File: src/rtl/misr_trace_pkg.sv
// Shared constants and word packing for the MISR trace collector.
// Optional drop counter is enabled with MISR_TRACE_DROP_CNT_EN.
package misr_trace_pkg;

  localparam int unsigned DEF_NBIT_DATA  = 64;
  localparam int unsigned DEF_NR_PORTS   = 2;
  localparam int unsigned DEF_FIFO_DEPTH = 8;
  localparam int unsigned DEF_CNT_W      = 16;
  localparam int unsigned PTR_W          = $clog2(DEF_FIFO_DEPTH);
  localparam int unsigned OCC_W          = $clog2(DEF_FIFO_DEPTH + 1);

  // Rotating by port+1 keeps identical data on different ports distinguishable.
  function automatic logic [DEF_NBIT_DATA-1:0] pack_word(
    input logic [DEF_NBIT_DATA-1:0] pc,
    input logic [DEF_NBIT_DATA-1:0] wdata,
    input int unsigned              port
  );
    int unsigned sh;
    sh = (port + 1) % DEF_NBIT_DATA;
    if (sh == 0) return pc ^ wdata;
    return pc ^ ((wdata << sh) | (wdata >> (DEF_NBIT_DATA - sh)));
  endfunction

endpackage

File: src/rtl/misr_trace_fifo.sv
// Multi-push, single-pop FIFO; pushes are taken in port order up to the free
// slots, where a same-cycle pop already counts as a free slot.
module misr_trace_fifo #(
  parameter int unsigned WIDTH = 64,
  parameter int unsigned DEPTH = 8,
  parameter int unsigned NPUSH = 2
) (
  input  logic                               clk,
  input  logic                               rst,
  input  logic                               flush,
  input  logic [NPUSH-1:0]                   push,
  input  logic [NPUSH-1:0][WIDTH-1:0]        push_data,
  input  logic                               ready,
  output logic [WIDTH-1:0]                   data,
  output logic                               valid,
  output logic                               empty,
  output logic [$clog2(DEPTH+1)-1:0]         count,
  output logic [$clog2(NPUSH+1)-1:0]         dropped
);

  localparam int unsigned PW = $clog2(DEPTH);
  localparam int unsigned CW = $clog2(DEPTH + 1);
  localparam int unsigned AW = $clog2(NPUSH + 1);

  logic [WIDTH-1:0]           mem [DEPTH];
  logic [PW-1:0]              rd_ptr;
  logic [PW-1:0]              wr_ptr;
  logic                       pop;
  logic [CW-1:0]              free;
  logic [AW-1:0]              accepted;
  logic [NPUSH-1:0]           wen;
  logic [NPUSH-1:0][PW-1:0]   waddr;

  assign empty = (count == '0);
  assign valid = !empty;
  assign data  = empty ? '0 : mem[rd_ptr];
  assign pop   = valid && ready && !flush;
  assign free  = CW'(DEPTH) - count + CW'(pop);

  // Assign consecutive slots to requesting ports, lowest index first.
  always_comb begin
    accepted = '0;
    dropped  = '0;
    wen      = '0;
    waddr    = '0;
    for (int unsigned p = 0; p < NPUSH; p++) begin
      if (push[p] && !flush) begin
        if (CW'(accepted) < free) begin
          wen[p]   = 1'b1;
          waddr[p] = wr_ptr + PW'(accepted);
          accepted = accepted + 1'b1;
        end else begin
          dropped = dropped + 1'b1;
        end
      end
    end
  end

  always_ff @(posedge clk or posedge rst) begin
    if (rst) begin
      rd_ptr <= '0;
      wr_ptr <= '0;
      count  <= '0;
    end else if (flush) begin
      rd_ptr <= '0;
      wr_ptr <= '0;
      count  <= '0;
    end else begin
      rd_ptr <= rd_ptr + PW'(pop);
      wr_ptr <= wr_ptr + PW'(accepted);
      count  <= count + CW'(accepted) - CW'(pop);
    end
  end

  always_ff @(posedge clk) begin
    for (int unsigned p = 0; p < NPUSH; p++) begin
      if (wen[p]) mem[waddr[p]] <= push_data[p];
    end
  end

endmodule

File: src/rtl/misr_trace_collector.sv
// Compacts commit-port activity into MISR words and streams them out.
// Define MISR_TRACE_DROP_CNT_EN to add the saturating drop_cnt_o counter.
module misr_trace_collector
  import misr_trace_pkg::*;
#(
  parameter int unsigned NBIT_DATA  = DEF_NBIT_DATA,
  parameter int unsigned NR_PORTS   = DEF_NR_PORTS,
  parameter int unsigned FIFO_DEPTH = DEF_FIFO_DEPTH,
  parameter int unsigned CNT_W      = DEF_CNT_W
) (
  input  logic                                clk_i,
  input  logic                                rst_i,
  input  logic                                en_i,
  input  logic                                flush_i,
  input  logic [NR_PORTS-1:0]                 commit_valid_i,
  input  logic [NR_PORTS-1:0][NBIT_DATA-1:0]  commit_pc_i,
  input  logic [NR_PORTS-1:0][NBIT_DATA-1:0]  commit_wdata_i,
  output logic [NBIT_DATA-1:0]                data_o,
  output logic                                valid_o,
  input  logic                                ready_i,
  output logic                                empty_o,
  output logic [$clog2(FIFO_DEPTH+1)-1:0]     count_o,
  output logic                                overflow_o
`ifdef MISR_TRACE_DROP_CNT_EN
  ,
  output logic [CNT_W-1:0]                    drop_cnt_o
`endif
);

  localparam int unsigned DW = $clog2(NR_PORTS + 1);

  logic [NR_PORTS-1:0][NBIT_DATA-1:0] words;
  logic [NR_PORTS-1:0]                push;
  logic [DW-1:0]                      dropped;

  for (genvar i = 0; i < NR_PORTS; i++) begin : g_word
    assign words[i] = pack_word(commit_pc_i[i], commit_wdata_i[i], i);
  end

  assign push = commit_valid_i & {NR_PORTS{en_i && !flush_i}};

  misr_trace_fifo #(
    .WIDTH (NBIT_DATA),
    .DEPTH (FIFO_DEPTH),
    .NPUSH (NR_PORTS)
  ) u_fifo (
    .clk       (clk_i),
    .rst       (rst_i),
    .flush     (flush_i),
    .push      (push),
    .push_data (words),
    .ready     (ready_i),
    .data      (data_o),
    .valid     (valid_o),
    .empty     (empty_o),
    .count     (count_o),
    .dropped   (dropped)
  );

  // Sticky loss flag, cleared only by flush or reset.
  always_ff @(posedge clk_i or posedge rst_i) begin
    if (rst_i)              overflow_o <= 1'b0;
    else if (flush_i)       overflow_o <= 1'b0;
    else if (dropped != '0) overflow_o <= 1'b1;
  end

`ifdef MISR_TRACE_DROP_CNT_EN
  localparam int unsigned SW = CNT_W + 1;

  logic [CNT_W:0] drop_sum;

  assign drop_sum = {1'b0, drop_cnt_o} + SW'(dropped);

  always_ff @(posedge clk_i or posedge rst_i) begin
    if (rst_i)             drop_cnt_o <= '0;
    else if (flush_i)      drop_cnt_o <= '0;
    else if (drop_sum[CNT_W]) drop_cnt_o <= '1;
    else                   drop_cnt_o <= drop_sum[CNT_W-1:0];
  end
`endif

endmodule

File: config.mk
export PLATFORM = sky130hd
export DESIGN_NAME = misr_trace_collector
export DESIGN_NICKNAME = d
export VERILOG_FILES = /design/src/rtl/misr_trace_pkg.sv /design/src/rtl/misr_trace_fifo.sv /design/src/rtl/misr_trace_collector.sv
export SDC_FILE = /design/constraint.sdc
export NUM_CORES = 1
export LEC_CHECK = 0
export BUFFER_PORTS_ARGS = -buffer_cell sky130_fd_sc_hd__buf_2
export CORE_ASPECT_RATIO = 0.5
export CORE_MARGIN = 2
export CORE_UTILIZATION = 30
export CTS_BUF_LIST = sky130_fd_sc_hd__clkbuf_4
export CTS_CLUSTER_SIZE = 8
export DETAILED_ROUTE_END_ITERATION = 6
export PLACE_DENSITY = 0.54
export SYNTH_ARGS = -nofsm -noshare
export SYNTH_HDL_FRONTEND = slang
export SYNTH_HIERARCHICAL = 1
export SYNTH_SLANG_ARGS = --single-unit
export TNS_END_PERCENT = 5
File: constraint.sdc
create_clock -name clk_i -period 11.52 [get_ports clk_i]
set_input_delay 3.456 -clock clk_i [delete_from_list [all_inputs] [get_ports clk_i]]
set_output_delay 3.456 -clock clk_i [all_outputs]
set_load 0.1 [all_outputs]
==> reports/results.ini, run 1 <==
[outcome]
status=finished clean

[finish]
final_util_pct=35.1
final_area_um2=33500
drive_above_1_share_pct=58.9
nets=2316
syn_to_final_growth_pct=15.9
fillers=9121

[sta]
rsz0062_at_grt=no
clock_skew_ps=42.0
period_minus_slack_ps=8020
maxSlewHeadroom_pct=25.9
min_period_over_period_pct=69.6
setup_violations=0
max_freq_ghz=0.125
slew_viol_final=0
worst_pin_slew_ps=1110
hold_viol_final=0

[synthesis]
avgSynthCellArea_um2=17.7
synth_top_area_share_pct=53.2
syn_nets=1913
synth.largest_area_cell=edfxtp_1
yosysMostFrequentCell=edfxtp_1
synth_ff_type=edfxtp_1
synth-seq-cells=523
syn-instance-count=1633
synth_warnings=6
synth_cell_type_count=41
synthArstFlopShare_pct=2.10
yosysSeqAreaShare_pct=54.1
netlist_area_um2=28900
synth-edff-count=512
yosys-top-cells-area=edfxtp_1 (53%), mux2_4 (13%), mux2_2 (10%)
synth_commonest_cells=edfxtp_1 (512), mux2_2 (258), mux2_4 (254)

[detailed_routing]
via_count=16200
routed_wl_um=76100
ant_nets=0
drt_first_pass_iters=5
drt_iter0_markers=848
wl_per_cell_um=22.3
viasPerCell=4.75
drc=0

[power]
total_leakage_power_uw=0.0125
power_density_nw_per_um2=183
max-vdd-ir-drop_mv=0.128
p_total_uw=6130

[critical_path]
crit_slowest_cell=buf_4
critical_path_class=input pin to flip-flop
path_buf_inv=5
slowest_delay_ps=860
cpLargestDelayFamily=buffers and inverters
reg2reg_depth=18
reg2reg_from=u_fifo/count[2]$_DFF_PP0_
crit_top_cell=ha_1
path_max_fanout=49
worstPathCellList=buf_2 > nand3b_1 > ha_1 > inv_1 > ha_1 > nor3b_1 > a41oi_4 > o21bai_1 > buf_4 > inv_1 > ha_1 > or3b_2 > nor2_1 > o211a_4 > o21bai_4 > buf_4
crit_cells=16
r2r_slack_ps=5430
cp.arrival_ps=8610
r2r_end=u_fifo/mem[2][62]$_DFFE_PP_
required_ps=12110
endpoint_kind=flip-flop
start_kind=input pin

[global_routing]
grt-busiest-layer=met2
grt_usage_pct=15.3
grt_pass1_vias=17700
grt_max_degree=91
grt_pass1_wl_um=112000
antenna_found_initial=2
met2_usage_pct=26.7
overflow=0
grt_util_met3_pct=2.56
met1_usage_pct=19.2

[cts]
root_buffer=clkbuf_4
clock_latency_ps=1000
cts.path.max_buffers=3
htree_num_levels=4
cts_buffers=141
cts.sinks=523
cts_tree=built
cts.clk_slew.worst_paths_ps=70
postCtsSetupBuffers=0
holdBufCountCts=0
cts_resized=0

[placed_design]
io_buffer_count=333
hpwl_um=42000
placed_cell_area_um2=31700
gp_congestion=0.740

[hold_path]
hold_end=overflow_o$_DFFE_PP0P_
hp-start=overflow_o$_DFFE_PP0P_
min_path_type=flip-flop to flip-flop
hold_depth=2

[die]
start_util_pct=30.3
coreArea_um2=95400
rows=80
die_h_um=224
die_width_um=443
die_area_um2=99000
ios=334

[run]
max_cap_violations=0

-- where the power goes --
| group | leakage, uW | switching (uW) | internal [uW] | total [uW] |
|---|---|---|---|---|
| clock | 0.00108 | 782 | 908 | 1690 |
| sequential | 0.00475 | 41.1 | 2160 | 2210 |
| combinational | 0.00664 | 1630 | 602 | 2230 |
| total | 0.0125 | 2450 | 3680 | 6130 |
-- per-stage QoR --
stage                     hold WS [ps]  worst slack [ps]  setup TNS, ps  cells
after floorplan                    600              -603        -141110   1633
after global placement             506              2560              0   3164
after detailed placement           493              2510              0   3164
after CTS                          511              3600              0   3401
final                              500              3500              0   3408
after global routing               566              3340              0   3405
-- flip-flops by register name, indices dropped and copies added, names as in the netlist --
signal and count:
overflow_o 1, u_fifo/count 4, u_fifo/mem 512, u_fifo/rd_ptr 3, u_fifo/wr_ptr 3
-- per-layer routing --
| metal | vias up | share of wire (%) |
|---|---|---|
| met5 | - | 0 |
| met4 | 0 | 1.8 |
| met3 | 116 | 3.4 |
| met2 | 322 | 51 |
| met1 | 8426 | 44 |
| li1 | 7334 | - |
-- worst max-delay path by stage --
stage	from	to	slack (ps)
finish	flush_i	u_fifo/mem[2][62]$_DFFE_PP_	3500
global route	flush_i	u_fifo/mem[7][37]$_DFFE_PP_	3340
CTS	flush_i	u_fifo/mem[2][60]$_DFFE_PP_	3600
detailed placement	flush_i	u_fifo/mem[2][49]$_DFFE_PP_	2510
global placement	flush_i	u_fifo/mem[2][51]$_DFFE_PP_	2560
floorplan	flush_i	u_fifo/mem[0][0]$_DFFE_PP_	-600
-- placed cells by master, fill, tap and decap left out, drive strengths merged, types with 4 or more instances in the layout --
cell type  count
edfxtp       512
mux2         512
buf          363
clkbuf       222
xor2         130
mux4         128
nor2          73
mux2i         64
inv           23
ha            15
dfrtp         11
clkinv        10
diode          7
nor3           6
nor2b          6
o21ai          6
o21bai         5
nand2          4
xnor2          4
o41ai          4
nand3          4
a21oi          4
-- worst register-to-register path, cell delays in order (launching register included) --
cell	delay, ps
dfrtp_1	420
inv_1	200
ha_1	190
nand2_1	90
nand3b_1	120
ha_1	190
inv_1	50
ha_1	230
nor3b_1	440
a41oi_4	180
o21bai_1	240
buf_4	270
inv_1	100
ha_1	330
or3b_2	510
nor2_1	150
o211a_4	600
o21bai_4	450
buf_4	880
-- cells by family (layout without fill, tap and decap cells) --
kind of cell,after synthesis,after routing,synth area share [%]
mux,704,704,35.4
other cells,0,7,0
flops,523,523,54.1
buf+inv,123,620,3.15
compound gates,27,27,0.835
simple gates,105,105,1.62
xor+xnor,134,134,4.06
fa+ha+maj,17,17,0.788
-- cell type report --
| type | count | area [um2] | area share, % |
|---|---|---|---|
| clock inverters | 15 | 109 | 0.325 |
| flip-flops and latches | 523 | 15700 | 46.7 |
| clock buffers | 222 | 1670 | 4.97 |
| multi-input cells | 987 | 12500 | 37.2 |
| inverters | 20 | 76.3 | 0.228 |
| repair buffers | 363 | 1900 | 5.68 |
| well taps | 1271 | 1590 | 4.75 |
| diodes | 7 | 17.5 | 0.0523 |
Power figures use the tool's default switching activity.
==> inputs of run 2 (changes only) <==
Settings changed: PLACE_DENSITY 0.54 to 0.55.
Clock period 11.52 ns to 7.05 ns, I/O delays scaled along.
==> run 2 against run 1 <==
Wire length hardly changed. Worst hold slack gained 39 ps. Sequential power rose by 62%. First-iteration DRC count increased by 5.0%. Count of clock-buffer cells in the layout rose by 2. Critical path type is now flip-flop to output port. Critical path depth fell by 9. Non-clock buffer count up 12. Clock skew rose by 12 ps. Final area grew 1.2%. Via count is 0.15% higher. Largest power group unchanged. Core utilization is 0.41 points higher.
==> reports/results.ini, run 2 (same netlist as run 1, synthesis figures left out) <==
[die]
start_util_pct=30.3  ; unchanged
coreArea_um2=95400  ; unchanged
die_h_um=224  ; unchanged
ios=334  ; unchanged
die_width_um=443  ; unchanged
die_area_um2=99000  ; unchanged
rows=80  ; unchanged

[finish]
final_cell_mix=edfxtp_1 (512), buf_2 (333), mux2_2 (258)
final_util_pct=35.5  ; +0.41 points
multi_input_area_um2=12500  ; +0.39%
syn_to_final_growth_pct=17.2
largest_reg_flops=512  ; unchanged
drive_above_1_share_pct=59.3  ; +0.41 points
final_area_um2=33900  ; +1.2%
final_common_cell=edfxtp_1
nets=2327  ; +0.47%
fillers=9129  ; +0.088%
seq_area_um2=15700  ; unchanged

[power]
total_leakage_power_uw=0.0126  ; +1.2%
p_total_uw=10100  ; +64%
max-vdd-ir-drop_mv=0.210  ; +64%
power_density_nw_per_um2=297  ; +62%

[outcome]
status=finished clean

[cts]
holdBufCountCts=0  ; unchanged
htree_num_levels=4  ; unchanged
cts.clk_slew.worst_paths_ps=60  ; about the same
clock_latency_ps=950  ; -50 ps
postCtsSetupBuffers=0  ; unchanged
cts_tree=built
root_buffer=clkbuf_4
cts_resized=0  ; unchanged
cts_buffers=140  ; -0.71%
cts.path.max_buffers=3  ; unchanged
cts.sinks=523  ; unchanged

[sta]
period_minus_slack_ps=5970
max_freq_ghz=0.167
maxSlewHeadroom_pct=24.5  ; -1.5 points
worst_pin_slew_ps=1130  ; +19.0 ps
fin_tns_setup_ps=0  ; unchanged
slew_viol_final=0  ; unchanged
setup_violations=0  ; unchanged
rsz0062_at_grt=no
clock_skew_ps=54.2  ; +12.1 ps
hold_viol_final=0  ; unchanged
min_period_over_period_pct=84.8

[global_routing]
grt_pass1_wl_um=112000  ; -0.17%
grt_max_degree=65  ; -29%
antenna_found_initial=2  ; unchanged
grt_usage_pct=15.3  ; -0.066 points
overflow=0  ; unchanged
grt_pass1_vias=17700  ; unchanged

[detailed_routing]
routed_wl_um=76100  ; about the same
wl_per_cell_um=22.3  ; -0.23%
ant_nets=0  ; unchanged
via_count=16200  ; +0.15%
viasPerCell=4.75  ; about the same
drt_iter0_markers=890  ; +5.0%
drt_first_pass_iters=5  ; unchanged
drc=0  ; unchanged

[critical_path]
path_max_fanout=36  ; -27%
endpoint_kind=output port
critical_path_class=flip-flop to output port
start_kind=flip-flop
r2r_slack_ps=2160  ; -3270 ps
required_ps=4930  ; -7180 ps
cp.arrival_ps=3860  ; -4750 ps

[placed_design]
placed_cell_area_um2=32100  ; +1.2%
gp_congestion=0.718  ; -3.0%
hpwl_um=43000  ; +2.4%
io_buffer_count=333  ; unchanged

[hold_path]
min_path_type=flip-flop to flip-flop

[run]
max_cap_violations=0  ; unchanged

==> run 2: worst paths after layout <==
| check | startpoint | endpoint | cells past startpoint |
|---|---|---|---|
| setup reg to reg | u_fifo/count[2]$_DFF_PP0_ | u_fifo/mem[0][13]$_DFFE_PP_ | 18 |
| min in group asynchronous | rst_i | overflow_o$_DFFE_PP0P_ | 2 |
| hold / removal | overflow_o$_DFFE_PP0P_ | overflow_o$_DFFE_PP0P_ | 2 |
| setup / recovery | u_fifo/count[2]$_DFF_PP0_ | data_o[58] | 7 |
| hold reg to reg | overflow_o$_DFFE_PP0P_ | overflow_o$_DFFE_PP0P_ | 2 |
| max in group asynchronous | rst_i | u_fifo/rd_ptr[0]$_DFF_PP0_ | 2 |
==> run 2: per-layer routing <==
layer  vias up  wire (um)  track usage [%]
met5         -          0                0
met4         0       1420             5.30
met3       102       2480             2.45
met2       305      39900             27.3
met1      8472      32300             18.6
li1       7344          -                -
==> run 2: cell type report <==
cell class	instances	share of cell area [%]
clock buffers	224	4.96
multi-input cells	987	37.0
inverters	20	0.225
flip-flops and latches	523	46.2
diodes	3	0.0221
repair buffers	375	6.58
clock inverters	10	0.354
well taps	1271	4.69
==> run 2: critical path: stages (launching register included) <==
cell and delay, ps:
dfrtp_1 390, inv_1 140, ha_1 220, nand2_1 130, clkinv_2 640, buf_4 520
nor2_1 310, buf_2 500
==> run 2: power breakdown <==
part / switching, uW / internal [uW]
logic: 2690 / 1000
registers: 53.3 / 3540
clock network: 1260 / 1530
total: 4000 / 6070
==> run 2: stage by stage <==
stage,hold slack [ps],cells,setup slack (ps)
6_report,539,3413,1080
5_1_grt,556,3412,918
4_1_cts,540,3410,895
3_5_place_dp,527,3176,609
3_3_place_gp,527,3176,686
2_1_floorplan,600,1633,-712
